===== src/rtl/ibex_fp_register_file_mp_if.sv =====
// rtl/ibex_fp_register_file_mp_if.sv - read/write/claim bundle of the multi-port register file
interface ibex_fp_register_file_mp_if #(
  parameter int unsigned DataWidth    = 32,
  parameter int unsigned NumWords     = 32,
  parameter int unsigned NumReadPorts = 3
);
  localparam int unsigned AddrW = $clog2(NumWords);

  // Read ports
  logic [NumReadPorts-1:0][AddrW-1:0]     raddr_i;
  logic [NumReadPorts-1:0][DataWidth-1:0] rdata_o;
  logic [NumReadPorts-1:0]                rbusy_o;

  // Write port A: single-cycle results
  logic                 we_a_i;
  logic [AddrW-1:0]     waddr_a_i;
  logic [DataWidth-1:0] wdata_a_i;

  // Write port B: multi-cycle FPU results, always releases the reservation
  logic                 we_b_i;
  logic [AddrW-1:0]     waddr_b_i;
  logic [DataWidth-1:0] wdata_b_i;

  // Destination reservation
  logic                 claim_req_i;
  logic [AddrW-1:0]     claim_addr_i;
  logic                 claim_gnt_o;

  // Registered error pulses
  logic                 collision_o;
  logic                 waw_err_o;

  // Register file side
  modport slave (
    input  raddr_i,
    output rdata_o,
    output rbusy_o,
    input  we_a_i,
    input  waddr_a_i,
    input  wdata_a_i,
    input  we_b_i,
    input  waddr_b_i,
    input  wdata_b_i,
    input  claim_req_i,
    input  claim_addr_i,
    output claim_gnt_o,
    output collision_o,
    output waw_err_o
  );

  // Pipeline (ID/WB) side
  modport master (
    output raddr_i,
    input  rdata_o,
    input  rbusy_o,
    output we_a_i,
    output waddr_a_i,
    output wdata_a_i,
    output we_b_i,
    output waddr_b_i,
    output wdata_b_i,
    output claim_req_i,
    output claim_addr_i,
    input  claim_gnt_o,
    input  collision_o,
    input  waw_err_o
  );
endinterface


===== src/rtl/ibex_fp_register_file_mp.sv =====
// rtl/ibex_fp_register_file_mp.sv - multi-port FF register file with busy scoreboard (optional IBEX_RF_BYPASS_EN)
module ibex_fp_register_file_mp #(
  parameter int unsigned DataWidth    = 32,
  parameter int unsigned NumWords     = 32,
  parameter int unsigned NumReadPorts = 3,
  parameter bit          ZeroReg      = 1'b1
) (
  input  logic                       clk_i,
  input  logic                       rst_ni,
  ibex_fp_register_file_mp_if.slave  rf
);

  localparam int unsigned AddrW = $clog2(NumWords);

  // Storage and scoreboard
  logic [DataWidth-1:0] mem_q [NumWords];
  logic [NumWords-1:0]  busy_q;
  logic [NumWords-1:0]  busy_d;
  logic                 collision_q, collision_d;
  logic                 waw_err_q, waw_err_d;

  // Decoded write/claim qualifiers
  logic zero_a, zero_b, zero_claim;
  logic same_addr;
  logic collide;
  logic we_a_eff, we_b_eff;
  logic a_busy;
  logic claim_gnt;
  logic claim_set;

  // Qualify writes and claims against register 0, busy bits and same-address collisions
  always_comb begin
    zero_a     = ZeroReg && (rf.waddr_a_i == '0);
    zero_b     = ZeroReg && (rf.waddr_b_i == '0);
    zero_claim = ZeroReg && (rf.claim_addr_i == '0);
    same_addr  = (rf.waddr_a_i == rf.waddr_b_i);
    a_busy     = busy_q[rf.waddr_a_i];

    // Both ports on the same (real) register: B wins, A is dropped
    collide    = rf.we_a_i && rf.we_b_i && same_addr && !zero_a;

    we_b_eff   = rf.we_b_i && !zero_b;
    we_a_eff   = rf.we_a_i && !zero_a && !a_busy && !collide;

    // A write into a reserved register is a WAW hazard; a collision already reports it
    collision_d = collide;
    waw_err_d   = rf.we_a_i && !zero_a && a_busy && !collide;

    // Grant uses the busy bits as they stand this cycle, so a same-cycle
    // port B release does not make the register claimable until next cycle
    claim_gnt  = rf.claim_req_i && !busy_q[rf.claim_addr_i];
    claim_set  = claim_gnt && !zero_claim;
  end

  assign rf.claim_gnt_o = claim_gnt;
  assign rf.collision_o = collision_q;
  assign rf.waw_err_o   = waw_err_q;

  // Next busy state: port B clears its target, a granted claim sets its target.
  // A grant only happens on a non-busy register, so when both hit the same
  // register the new reservation is kept rather than lost.
  always_comb begin
    busy_d = busy_q;
    if (we_b_eff) begin
      busy_d[rf.waddr_b_i] = 1'b0;
    end
    if (claim_set) begin
      busy_d[rf.claim_addr_i] = 1'b1;
    end
    if (ZeroReg) begin
      busy_d[0] = 1'b0;
    end
  end

  // Busy scoreboard and error pulse registers
  always_ff @(posedge clk_i or negedge rst_ni) begin
    if (!rst_ni) begin
      busy_q      <= '0;
      collision_q <= 1'b0;
      waw_err_q   <= 1'b0;
    end else begin
      busy_q      <= busy_d;
      collision_q <= collision_d;
      waw_err_q   <= waw_err_d;
    end
  end

  // Data storage; the qualifiers already keep register 0 untouched when it is hard-wired
  always_ff @(posedge clk_i or negedge rst_ni) begin
    if (!rst_ni) begin
      for (int i = 0; i < int'(NumWords); i++) begin
        mem_q[i] <= '0;
      end
    end else begin
      if (we_a_eff) begin
        mem_q[rf.waddr_a_i] <= rf.wdata_a_i;
      end
      if (we_b_eff) begin
        mem_q[rf.waddr_b_i] <= rf.wdata_b_i;
      end
    end
  end

  // Combinational read ports, optionally forwarding same-cycle write data
  always_comb begin
    for (int p = 0; p < int'(NumReadPorts); p++) begin
      rf.rdata_o[p] = mem_q[rf.raddr_i[p]];
      rf.rbusy_o[p] = busy_q[rf.raddr_i[p]];
`ifdef IBEX_RF_BYPASS_EN
      // Port B is checked last so it overrides port A on the same address;
      // dropped A writes are excluded by we_a_eff
      if (we_a_eff && (rf.waddr_a_i == rf.raddr_i[p])) begin
        rf.rdata_o[p] = rf.wdata_a_i;
      end
      if (we_b_eff && (rf.waddr_b_i == rf.raddr_i[p])) begin
        rf.rdata_o[p] = rf.wdata_b_i;
        rf.rbusy_o[p] = 1'b0;
      end
`endif
      if (ZeroReg && (rf.raddr_i[p] == '0)) begin
        rf.rdata_o[p] = '0;
        rf.rbusy_o[p] = 1'b0;
      end
    end
  end

endmodule


===== src/flat_wrapper.sv =====
// flat-port wrapper written by rule: the top's interface ports become plain ports
module ibex_fp_register_file_mp_flat 
#(
  parameter int unsigned DataWidth    = 32,
  parameter int unsigned NumWords     = 32,
  parameter int unsigned NumReadPorts = 3,
  parameter bit          ZeroReg      = 1'b1
)
  (clk_i, rst_ni, rf_raddr_i, rf_rdata_o, rf_rbusy_o, rf_we_a_i, rf_waddr_a_i, rf_wdata_a_i, rf_we_b_i, rf_waddr_b_i, rf_wdata_b_i, rf_claim_req_i, rf_claim_addr_i, rf_claim_gnt_o, rf_collision_o, rf_waw_err_o);
  ibex_fp_register_file_mp_if #(.DataWidth(DataWidth), .NumWords(NumWords), .NumReadPorts(NumReadPorts)) rf_i ();
  input  logic clk_i;
  input  logic rst_ni;
  input wire logic [$bits(rf_i.raddr_i)-1:0] rf_raddr_i;
  output wire logic [$bits(rf_i.rdata_o)-1:0] rf_rdata_o;
  output wire logic [$bits(rf_i.rbusy_o)-1:0] rf_rbusy_o;
  input wire logic [$bits(rf_i.we_a_i)-1:0] rf_we_a_i;
  input wire logic [$bits(rf_i.waddr_a_i)-1:0] rf_waddr_a_i;
  input wire logic [$bits(rf_i.wdata_a_i)-1:0] rf_wdata_a_i;
  input wire logic [$bits(rf_i.we_b_i)-1:0] rf_we_b_i;
  input wire logic [$bits(rf_i.waddr_b_i)-1:0] rf_waddr_b_i;
  input wire logic [$bits(rf_i.wdata_b_i)-1:0] rf_wdata_b_i;
  input wire logic [$bits(rf_i.claim_req_i)-1:0] rf_claim_req_i;
  input wire logic [$bits(rf_i.claim_addr_i)-1:0] rf_claim_addr_i;
  output wire logic [$bits(rf_i.claim_gnt_o)-1:0] rf_claim_gnt_o;
  output wire logic [$bits(rf_i.collision_o)-1:0] rf_collision_o;
  output wire logic [$bits(rf_i.waw_err_o)-1:0] rf_waw_err_o;
  assign rf_i.raddr_i = rf_raddr_i;
  assign rf_rdata_o = rf_i.rdata_o;
  assign rf_rbusy_o = rf_i.rbusy_o;
  assign rf_i.we_a_i = rf_we_a_i;
  assign rf_i.waddr_a_i = rf_waddr_a_i;
  assign rf_i.wdata_a_i = rf_wdata_a_i;
  assign rf_i.we_b_i = rf_we_b_i;
  assign rf_i.waddr_b_i = rf_waddr_b_i;
  assign rf_i.wdata_b_i = rf_wdata_b_i;
  assign rf_i.claim_req_i = rf_claim_req_i;
  assign rf_i.claim_addr_i = rf_claim_addr_i;
  assign rf_claim_gnt_o = rf_i.claim_gnt_o;
  assign rf_collision_o = rf_i.collision_o;
  assign rf_waw_err_o = rf_i.waw_err_o;
  ibex_fp_register_file_mp #(.DataWidth(DataWidth), .NumWords(NumWords), .NumReadPorts(NumReadPorts), .ZeroReg(ZeroReg)) u_core (.clk_i(clk_i), .rst_ni(rst_ni), .rf(rf_i));
endmodule

===== config.mk =====
export PLATFORM = sky130hd
export DESIGN_NAME = ibex_fp_register_file_mp_flat
export DESIGN_NICKNAME = d
export VERILOG_FILES = /design/src/rtl/ibex_fp_register_file_mp_if.sv /design/src/rtl/ibex_fp_register_file_mp.sv /design/src/flat_wrapper.sv
export SDC_FILE = /design/constraint.sdc
export NUM_CORES = 2
export LEC_CHECK = 0
export CAP_MARGIN = 30
export CORE_ASPECT_RATIO = 1.2
export CORE_MARGIN = 2
export CORE_UTILIZATION = 28
export CTS_CLUSTER_DIAMETER = 150
export DETAILED_ROUTE_END_ITERATION = 6
export DONT_BUFFER_PORTS = 1
export PLACE_DENSITY_LB_ADDON = 0.3
export SYNTH_ARGS = -nofsm -noshare
export SYNTH_HDL_FRONTEND = slang
export SYNTH_SLANG_ARGS = --single-unit

===== constraint.sdc =====
create_clock -name clk_i -period 3.03 [get_ports clk_i]
set_input_delay 0.4545 -clock clk_i [delete_from_list [all_inputs] [get_ports clk_i]]
set_output_delay 0.4545 -clock clk_i [all_outputs]
set_load 0.05 [all_outputs]

==> flow_metrics.py <==
metrics = {
    "logic_synthesis": {
        "synth-edff-count": 0,
        "synth-seq-cells": 1057,
        "async_reset_ff_share_pct": 100.0,
        "yosysSeqAreaShare_pct": 34.91,
        "yosysWarningCount": 0,
        "synth_nets": 7624,
        "syn-instance-count": 7525,
        "ys_types": 61,
        "ys.flop_type": "dfrtp_1",
        "avgSynthCellArea_sq_um": 10.07,
        "synth_area_sq_mm": 0.07577,
    },
    "floorplanning": {
        "die_y_um": 573.9,
        "die_w_um": 478.9,
        "pin_count": 201,
        "rows": 209,
        "die-area_sq_mm": 0.2748,
        "coreArea_sq_mm": 0.2696,
        "initial_utilization_pct": 28.10,
    },
    "final_layout": {
        "most-common-layout-cells": "dfrtp_1, mux4_2, nor2_1",
        "final_common_cell": "dfrtp_1",
        "nNetsFinal": 7344,
        "fin_area_sq_mm": 0.09026,
        "final_cells": 10980,
        "fillerInstances": 26790,
        "syn2layout_area_growth_pct": 19.13,
        "drive_gt1_share_pct": 27.51,
    },
    "drt": {
        "wire_per_inst_um": 39.07,
        "drt_iter0_markers": 13660,
        "first_pass_iters": 7,
        "viasPerCell": 6.883,
        "num_vias": 75550,
        "drc": 13,
        "totalWireLength_um": 428900,
        "ant_nets": 0,
    },
    "timing": {
        "setup_tns_ns": -38.38,
        "slew_headroom_pct": -42.37,
        "finalSetupViolCount": 100,
        "maxSlewViolCount": 473,
        "timing_hold_violations_final": 0,
        "fin_skew_ns": 0.04556,
        "timing.fmax_mhz": 247.8,
        "rsz0062_at_grt": "yes",
        "post-route-period-util_pct": 133.2,
        "fin_ws_ns": -1.006,
        "finalWorstPathRequiredPeriod_ns": 4.036,
        "tightest_slew_ns": 2.136,
    },
    "global_routing": {
        "gr-total-overflow": 0,
        "grt_pass1_wl_um": 583400,
        "grt_max_degree": 267,
        "antenna_found_initial": 54,
        "grt.total_usage_pct": 29.90,
        "grt_pass1_vias": 71710,
    },
    "power_and_ir_drop": {
        "finalPower_uw": 61440,
        "ir_worst_vdd_v": 0.0004949,
        "powerDensity_mw_per_mm2": 680.7,
        "leakagePower_uw": 0.03397,
    },
    "setup_path": {
        "arrival_ns": 3.58,
        "required_ns": 2.58,
        "rr_worst_depth": 7,
        "timing.rr.end": "u_core.mem_q[741]",
        "path_class": "input port to primary output",
        "cp-start-kind": "input port",
        "r2r_slack_ns": 0.08,
        "end_kind": "primary output",
        "reg2reg_from": "u_core.busy_q[10]",
        "worstPathMaxFanout": 266,
    },
    "placed_design": {
        "place.gp.congestion": 0.9177,
        "post-dp-hpwl_um": 234600,
        "place_ws_ns": -0.004972,
        "dp.cells": 10460,
        "dpl_cell_area_sq_mm": 0.08123,
        "io_buffers": 0,
    },
    "hold_path": {
        "hold_path_depth": 3,
        "timing.hold.worst_endpoint": "u_core.mem_q[477]",
        "hold_start": "rf_wdata_a_i[29]",
        "hp-class": "input port to flop",
    },
    "status": {
        "status": "finished, violations left",
        "violations": "DRC, slew limit, setup timing",
    },
    "clock_tree": {
        "numCtsBuffers": 133,
        "cts_num_sinks": 1057,
        "cts-root-buf": "clkbuf_16",
        "clk_latency_ns": 0.83,
        "cts_tree": "yes",
        "clk_pin_slew_ns": 0.06,
        "h-tree-depth": 4,
        "clockBufferDepth": 3,
    },
    "job": {
        "cap_violations": 0,
    },
}
## cells by family (layout without fill, tap and decap cells)
logic type	count (synthesis)	in the layout	share of synthesized area, %
simple gates	2145	2145	12.00
compound gates	2080	2080	16.15
buf+inv	1157	978	6.090
mux	1081	1081	30.79
flops	1057	1057	34.91
xor+xnor	5	5	0.05779
other cells	0	43	0
## Yosys cell counts (4+ instances only)
library cell | instances | share of area, %
a221o_1 | 23 | 0.30
a32o_1 | 21 | 0.28
nand2_1 | 544 | 2.7
o2111ai_1 | 8 | 0.092
nand4_1 | 60 | 0.50
or3_1 | 55 | 0.45
xnor2_1 | 5 | 0.058
o31a_1 | 15 | 0.17
mux2_2 | 7 | 0.10
nor3_1 | 64 | 0.42
dfrtp_1 | 1057 | 35
buf_1 | 54 | 0.27
nor4_1 | 7 | 0.058
nand3b_1 | 4 | 0.040
o21ai_1 | 50 | 0.33
nand3_1 | 328 | 2.2
and3_1 | 7 | 0.058
a31oi_1 | 760 | 6.3
inv_1 | 129 | 0.64
o21ai_0 | 743 | 4.9
a2111oi_2 | 4 | 0.079
nand2b_1 | 13 | 0.11
nor3b_1 | 6 | 0.059
buf_4 | 12 | 0.12
nor2_1 | 1001 | 5.0
clkbuf_1 | 784 | 3.9
a21oi_1 | 288 | 1.9
mux4_2 | 999 | 30
buf_2 | 175 | 1.2
nor2b_1 | 7 | 0.058
a22oi_1 | 128 | 1.3
mux2i_1 | 75 | 0.99
and2_1 | 38 | 0.31
o211ai_1 | 7 | 0.069
a22o_1 | 5 | 0.058
## critical path: stages
cell and delay (ns):
mux4_2 1.21, mux4_2 0.55, mux2_4 0.39
## worst max path at each step
stage / start / to / slack (ns)
floorplan: rf_raddr_i[0] / rf_rbusy_o[0] / 0.03
global route: rf_raddr_i[5] / rf_rbusy_o[1] / -0.35
finish: rf_raddr_i[5] / rf_rbusy_o[1] / -1.01
global placement: rf_raddr_i[10] / rf_rdata_o[84] / 0.004
detailed placement: rf_raddr_i[10] / rf_rdata_o[84] / -0.005
CTS: u_core.mem_q[111] / rf_rdata_o[79] / -0.22
## power by group
group / switching (uW) / internal, uW
clock network: 7180 / 9440
registers: 4400 / 18100
logic: 11000 / 11400
## metrics by stage
| stage | hold slack, ns | util (%) |
|---|---|---|
| after detailed placement | 0.4016 | 30.13 |
| after CTS | 0.0002016 | 33.16 |
| after global routing | 0.03913 | 33.45 |
| final | 0.03430 | 33.48 |
| after floorplan | 0.1589 | - |
| after global placement | 0.3922 | 30.08 |
## layer usage
layer / track usage [%] / share of wire, % / vias to the layer above
met3: 12.52 / 16 / 2015
li1: - / - / 28060
met2: 42.57 / 42 / 7380
met1: 35.70 / 34 / 38080
met5: 0 / 0.028 / -
met4: 22.74 / 8.8 / 18
## flip-flops by register name, summed over array words and instances, names as in the netlist
name,count
u_core.mem_q,1024
u_core.rf.collision_o,1
u_core.busy_q,31
u_core.rf.waw_err_o,1
## layout make-up
| class | count | area [sq um] | share of cell area [%] |
|---|---|---|---|
| antenna | 43 | 107.6 | 0.1192 |
| tap | 3587 | 4488 | 4.972 |
| inverter | 131 | 514.2 | 0.5697 |
| sequential | 1057 | 26490 | 29.35 |
| timing repair buffer | 611 | 7656 | 8.482 |
| multi-input combinational | 5311 | 46650 | 51.68 |
| clock inverter | 37 | 375.4 | 0.4159 |
| clock buffer | 199 | 3980 | 4.409 |
## repair_timing
action	4_1_cts	5_1_grt
hold buffers	182	0
resized for setup	398	48
cloned	0	14
hold endpoints to repair	1078	0
endpoints found under the setup margin	100	108
setup buffers	24	16
pin swaps	76	8
Note: power is estimated with default switching activity, not from simulation.
